## src/rtl/mp_ram_ctrl.sv

```systemverilog
// Multi-port register-file RAM with a post-reset clear sweep, lowest-port-wins
// write arbitration, registered reads and optional same-cycle write forwarding.
module mp_ram_ctrl #(
  parameter int DATAWIDTH    = 8,
  parameter int ADDRWIDTH    = 3,
  parameter int NUM_WR       = 2,
  parameter int NUM_RD       = 2,
  parameter int BYPASS       = 0,
  parameter int CLEAR_ON_RST = 1
) (
  input  logic                          clk,
  input  logic                          rst,
  input  logic [NUM_WR-1:0]             en_w_n,
  input  logic [NUM_WR*ADDRWIDTH-1:0]   addr_w,
  input  logic [NUM_WR*DATAWIDTH-1:0]   data_w,
  input  logic [NUM_RD-1:0]             en_r_n,
  input  logic [NUM_RD*ADDRWIDTH-1:0]   addr_r,
  output logic [NUM_RD*DATAWIDTH-1:0]   data_r,
  output logic [NUM_RD-1:0]             rvalid,
  output logic                          init_busy,
  output logic                          wr_collision
);

  // state    | meaning
  // ST_CLEAR | reset held or zero sweep running; all requests ignored
  // ST_READY | normal read/write service
  typedef enum logic {ST_CLEAR = 1'b0, ST_READY = 1'b1} state_t;

  localparam int DEPTH = 1 << ADDRWIDTH;

  state_t                       state_q, state_d;
  logic [ADDRWIDTH-1:0]         clr_ptr_q, clr_ptr_d;
  logic [DATAWIDTH-1:0]         mem_q [DEPTH];
  logic [NUM_RD*DATAWIDTH-1:0]  data_r_q, data_r_d;
  logic [NUM_RD-1:0]            rvalid_q, rvalid_d;
  logic                         wr_collision_q, collision;
  logic                         active, clr_we;
  logic [NUM_WR-1:0]            we;

  assign active = (state_q == ST_READY) && !rst;
  assign we     = active ? ~en_w_n : '0;

  always_comb begin
    state_d   = state_q;
    clr_ptr_d = clr_ptr_q;
    clr_we    = 1'b0;
    case (state_q)
      ST_CLEAR: begin
        if (CLEAR_ON_RST != 0) begin
          clr_we    = !rst;
          clr_ptr_d = clr_ptr_q + 1'b1;
          if (clr_ptr_q == {ADDRWIDTH{1'b1}}) state_d = ST_READY;
        end else begin
          state_d = ST_READY;
        end
      end
      ST_READY: state_d = ST_READY;
      default:  state_d = ST_CLEAR;
    endcase
  end

  always_comb begin
    collision = 1'b0;
    for (int i = 0; i < NUM_WR; i++) begin
      for (int j = i + 1; j < NUM_WR; j++) begin
        if (we[i] && we[j] &&
            addr_w[i*ADDRWIDTH +: ADDRWIDTH] == addr_w[j*ADDRWIDTH +: ADDRWIDTH])
          collision = 1'b1;
      end
    end
  end

  // Forwarding scans ports high-to-low so the lowest-indexed writer is applied last.
  always_comb begin
    data_r_d = '0;
    rvalid_d = '0;
    for (int j = 0; j < NUM_RD; j++) begin
      if (active && !en_r_n[j]) begin
        rvalid_d[j] = 1'b1;
        data_r_d[j*DATAWIDTH +: DATAWIDTH] = mem_q[addr_r[j*ADDRWIDTH +: ADDRWIDTH]];
        if (BYPASS != 0) begin
          for (int k = NUM_WR - 1; k >= 0; k--) begin
            if (we[k] && addr_w[k*ADDRWIDTH +: ADDRWIDTH] == addr_r[j*ADDRWIDTH +: ADDRWIDTH])
              data_r_d[j*DATAWIDTH +: DATAWIDTH] = data_w[k*DATAWIDTH +: DATAWIDTH];
          end
        end
      end
    end
  end

  always_ff @(posedge clk) begin
    if (rst) begin
      state_q        <= ST_CLEAR;
      clr_ptr_q      <= '0;
      data_r_q       <= '0;
      rvalid_q       <= '0;
      wr_collision_q <= 1'b0;
    end else begin
      state_q        <= state_d;
      clr_ptr_q      <= clr_ptr_d;
      data_r_q       <= data_r_d;
      rvalid_q       <= rvalid_d;
      wr_collision_q <= collision;
    end
  end

  // Same-address writes: the last non-blocking update (lowest port) wins.
  always_ff @(posedge clk) begin
    if (clr_we) mem_q[clr_ptr_q] <= '0;
    for (int k = NUM_WR - 1; k >= 0; k--) begin
      if (we[k]) mem_q[addr_w[k*ADDRWIDTH +: ADDRWIDTH]] <= data_w[k*DATAWIDTH +: DATAWIDTH];
    end
  end

  assign data_r       = data_r_q;
  assign rvalid       = rvalid_q;
  assign wr_collision = wr_collision_q;
  assign init_busy    = (state_q == ST_CLEAR) && (CLEAR_ON_RST != 0);

endmodule
```

## config.mk

```make
export PLATFORM = sky130hd
export DESIGN_NAME = mp_ram_ctrl
export DESIGN_NICKNAME = d
export VERILOG_FILES = /design/src/rtl/mp_ram_ctrl.sv
export SDC_FILE = /design/constraint.sdc
export NUM_CORES = 1
export LEC_CHECK = 0
export ABC_CLOCK_PERIOD_IN_PS = 2000
export BUFFER_PORTS_ARGS = -buffer_cell sky130_fd_sc_hd__buf_2
export CAP_MARGIN = 20
export CORE_AREA = 2 2 113 88
export CTS_BUF_LIST = sky130_fd_sc_hd__clkbuf_4 sky130_fd_sc_hd__clkbuf_8 sky130_fd_sc_hd__clkbuf_16
export DETAILED_ROUTE_END_ITERATION = 7
export DIE_AREA = 0 0 115 90
export PLACE_DENSITY = 0.81
export SLEW_MARGIN = 20
export SYNTH_ARGS = -nofsm -noshare
export SYNTH_HDL_FRONTEND = slang
export SYNTH_SLANG_ARGS = --single-unit
```

## constraint.sdc

```tcl
create_clock -name clk -period 2 [get_ports clk]
set_input_delay 0 -clock clk [delete_from_list [all_inputs] [get_ports clk]]
set_output_delay 0 -clock clk [all_outputs]
set_load 0.1 [all_outputs]
```

==> results by group <==
Critical path
  • RR Startpoint: state_q
  • CP endpoint kind: flop
  • CP arrival: 1860 ps
  • CP startpoint: en_w_n[0]
  • Worst Path Required: 2040 ps
  • Crit Path Category: in -> reg
  • Startpoint Class: primary input
  • Crit-path max FO: 9

Placed design
  • Hpwl dp: 8386 microns
  • Placed Cells: 527
  • PortBufs: 53
  • GPL Wtd Cong: 0.8622
  • Setup WS pre-CTS: 253.7 ps

Route
  • Drt total wl: 12,470 microns
  • DR pass1 iterations: 5
  • Avg WL per Cell: 22.88 microns
  • Via density per instance: 6.160
  • Drt drc: 0
  • Final ANT Viol Nets: 0
  • Iter 0 DRT Violations: 368
  • Total number of vias: 3,357

Pwr
  • Power per cell area: 707.7 nW/um^2
  • Sw Share: 23.58%
  • Comb power frac: 9.3%
  • Internal power: 2.995 mW
  • Peak VDD IR: 0.4263 mV
  • Total Power Consumption: 3.919 mW
  • Flop pwr share: 51.0%
  • Cell leakage power: 2.338 nW
  • Clk pwr share: 39.6%
  • Sw Pwr: 0.9241 mW

Die
  • Initial Util: 51.59%
  • Core ar.: 9309 sq um
  • Die Width: 115 microns
  • Site Rows: 31
  • Die height: 90 microns
  • Die ar.: 10,350 sq um
  • I/O pin cnt: 54

Timing
  • Setup-failing EPs final: 0
  • Final hold violations: 0
  • Final worst-path setup slack: 180.6 ps
  • Setup Skew: 6.587 ps
  • Fmax: 549.6 MHz
  • Worst slew pin tran: 487.3 ps
  • Slew headroom: 67.74%
  • Pins Over Slew Limit: 0
  • Final Critical Period: 1819 ps
  • Unrepaired setup endpoints after global routing: no
  • Fin crit share: 90.97%

CTS
  • Max clock buf depth: 2
  • Clock latency at the later pin of the worst-skew pair: 350 ps
  • Post-CTS Resized: 0
  • Post-CTS Hold Fix Bufs: 2
  • Htree depth: 3
  • Clock Pin Slew Worst Setup and Hold Paths: 60 ps
  • CTS tree: done
  • Post-CTS Setup Repair Bufs: 0
  • TritonCTS buffer count: 9
  • CTS root buffer: clkbuf_16
  • Clock sinks: 87

Cells and area
  • Fillers: 747
  • Core Util, Final: 59.49%
  • Antenna diodes: 0
  • Final cell count without fillers: 545
  • Layout Nets: 461
  • Share of cells above drive strength 1: 39.30%
  • Syn-to-layout area delta: 15.32%

Global routing
  • Largest net degree at the start of global routing: 21
  • First-pass GRT wire length: 19,100 microns
  • Vias in the first global route: 3,437
  • Initial antenna violation count: 0
  • Total grt overflow: 0
  • Gr usage total: 25.14%

Logic synthesis
  • Post-synthesis compound-gate area fraction: 6.149%
  • XOR/XNOR Fraction of Synth Area: 0.7295%
  • Synth Area in Simple Gates: 10.24%
  • Syn nets: 404
  • Part of the Yosys area used for sequential elements: 49.61%
  • Largest family of logic cells by synthesized area: multiplexers
  • Mux share of post-synthesis cell area: 29.62%
  • Ys Warns: 0
  • Cell Area, Synth: 4802 sq um
  • Cell variety after synth: 38
  • Adder-cell share of the synthesized area: 0.5211%
  • Seq cells post-synth: 87
  • Mapped Cells: 368
  • Synth Area per Inst: 13.05 sq um

Worst hold path
  • Worst Hold Class: in -> reg
  • Startpoint of the worst hold path: addr_w[3]

Outcome
  • Status: completed

Run
  • Max-capacitance violation count: 0
metrics by stage:
| stage | setup TNS (ps) | instance area [sq um] | hold WS [ps] |
|---|---|---|---|
| floorplan | -3177 | 4802 | 78.44 |
| global placement | 0 | 5248 | 347.1 |
| detailed placement | 0 | 5248 | 358.8 |
| CTS | 0 | 5538 | 2.074 |
| global route | 0 | 5538 | 13.64 |
| finish | 0 | 5538 | 6.127 |
metal layers:
metal	vias up	share of wire (%)	GRT usage (%)
met4	0	3.1	10.54
met5	-	0	0
met1	1645	42	34.69
li1	1515	-	-
met2	168	45	38.04
met3	29	9.4	5.799
sequential cells by signal, summed over array words and instances (netlist names):
register      cells
rvalid            2
clr_ptr_q         3
data_r           16
wr_collision      1
mem_q            64
state_q           1
power groups by stage:
stage | clock [mW] | combinational [mW] | sequential (mW)
CTS | 1.57 | 0.360 | 2.00
global route | 1.65 | 0.392 | 2.01
detailed placement | 0 | 0.355 | 2.04
global placement | 0 | 0.343 | 2.03
floorplan | 0 | 0.207 | 2.03
finish | 1.55 | 0.365 | 2.00
cell type report:
type | instances | area (sq um) | share of cell area, %
clock buffers | 12 | 247.7 | 4.474
clock inverters | 4 | 22.52 | 0.4067
inverters | 3 | 11.26 | 0.2033
multi-input cells | 249 | 2270 | 40.99
flip-flops and latches | 87 | 2382 | 43.02
well taps | 115 | 143.9 | 2.598
repair buffers | 75 | 460.4 | 8.315
worst paths after layout:
check,slack (ps),cells past startpoint,to
worst max-delay path,180,6,mem_q[3][4]
worst min-delay path,6,4,wr_collision
worst max register to register,230,4,mem_q[6][6]
worst min register to register,590,2,clr_ptr_q[0]
logic make-up after synthesis:
group / after synthesis
mux: 134
flops: 87
simple gates: 67
compound gates: 42
buf+inv: 32
xor+xnor: 4
fa+ha+maj: 2
synthesized netlist by cell type (all sizes together):
master,instances,area (sq um)
mux2i,69,690.7
mux2,65,732.0
edfxtp,64,1922
a22oi,32,240.2
dfxtp,23,460.4
buf,22,112.6
and3,16,100.1
and2,10,62.56
nor2,10,37.54
nor2b,9,56.30
o21ai,8,40.04
clkbuf,7,26.28
nand3,5,45.04
nand2,4,20.02
inv,3,11.26
nor3b,3,38.79
ha,2,25.02
nand4,2,33.78
nor3,2,21.27
or3b,2,17.52
xnor2,2,17.52
xor2,2,17.52
a21o,1,7.510
nand2b,1,6.260
nand3b,1,7.510
nor4,1,21.27
nor4b,1,23.77
o21bai,1,7.510
layout by cell type, fill, tap and decap left out, drive strengths merged, types with 3 or more instances in the layout:
master  instances
buf            73
mux2i          69
mux2           65
edfxtp         64
a22oi          32
dfxtp          23
and3           16
clkbuf         12
and2           10
nor2           10
nor2b           9
o21ai           8
nand3           5
nand2           4
inv             3
nor3b           3
worst max-delay path, cell delays in order:
cell and delay (ps):
dlygate4sd3_1 540, buf_2 190, nor4b_4 300, nand3_2 380
o21ai_0 190, buf_4 240
No activity file was read; power rests on OpenSTA's default activity.
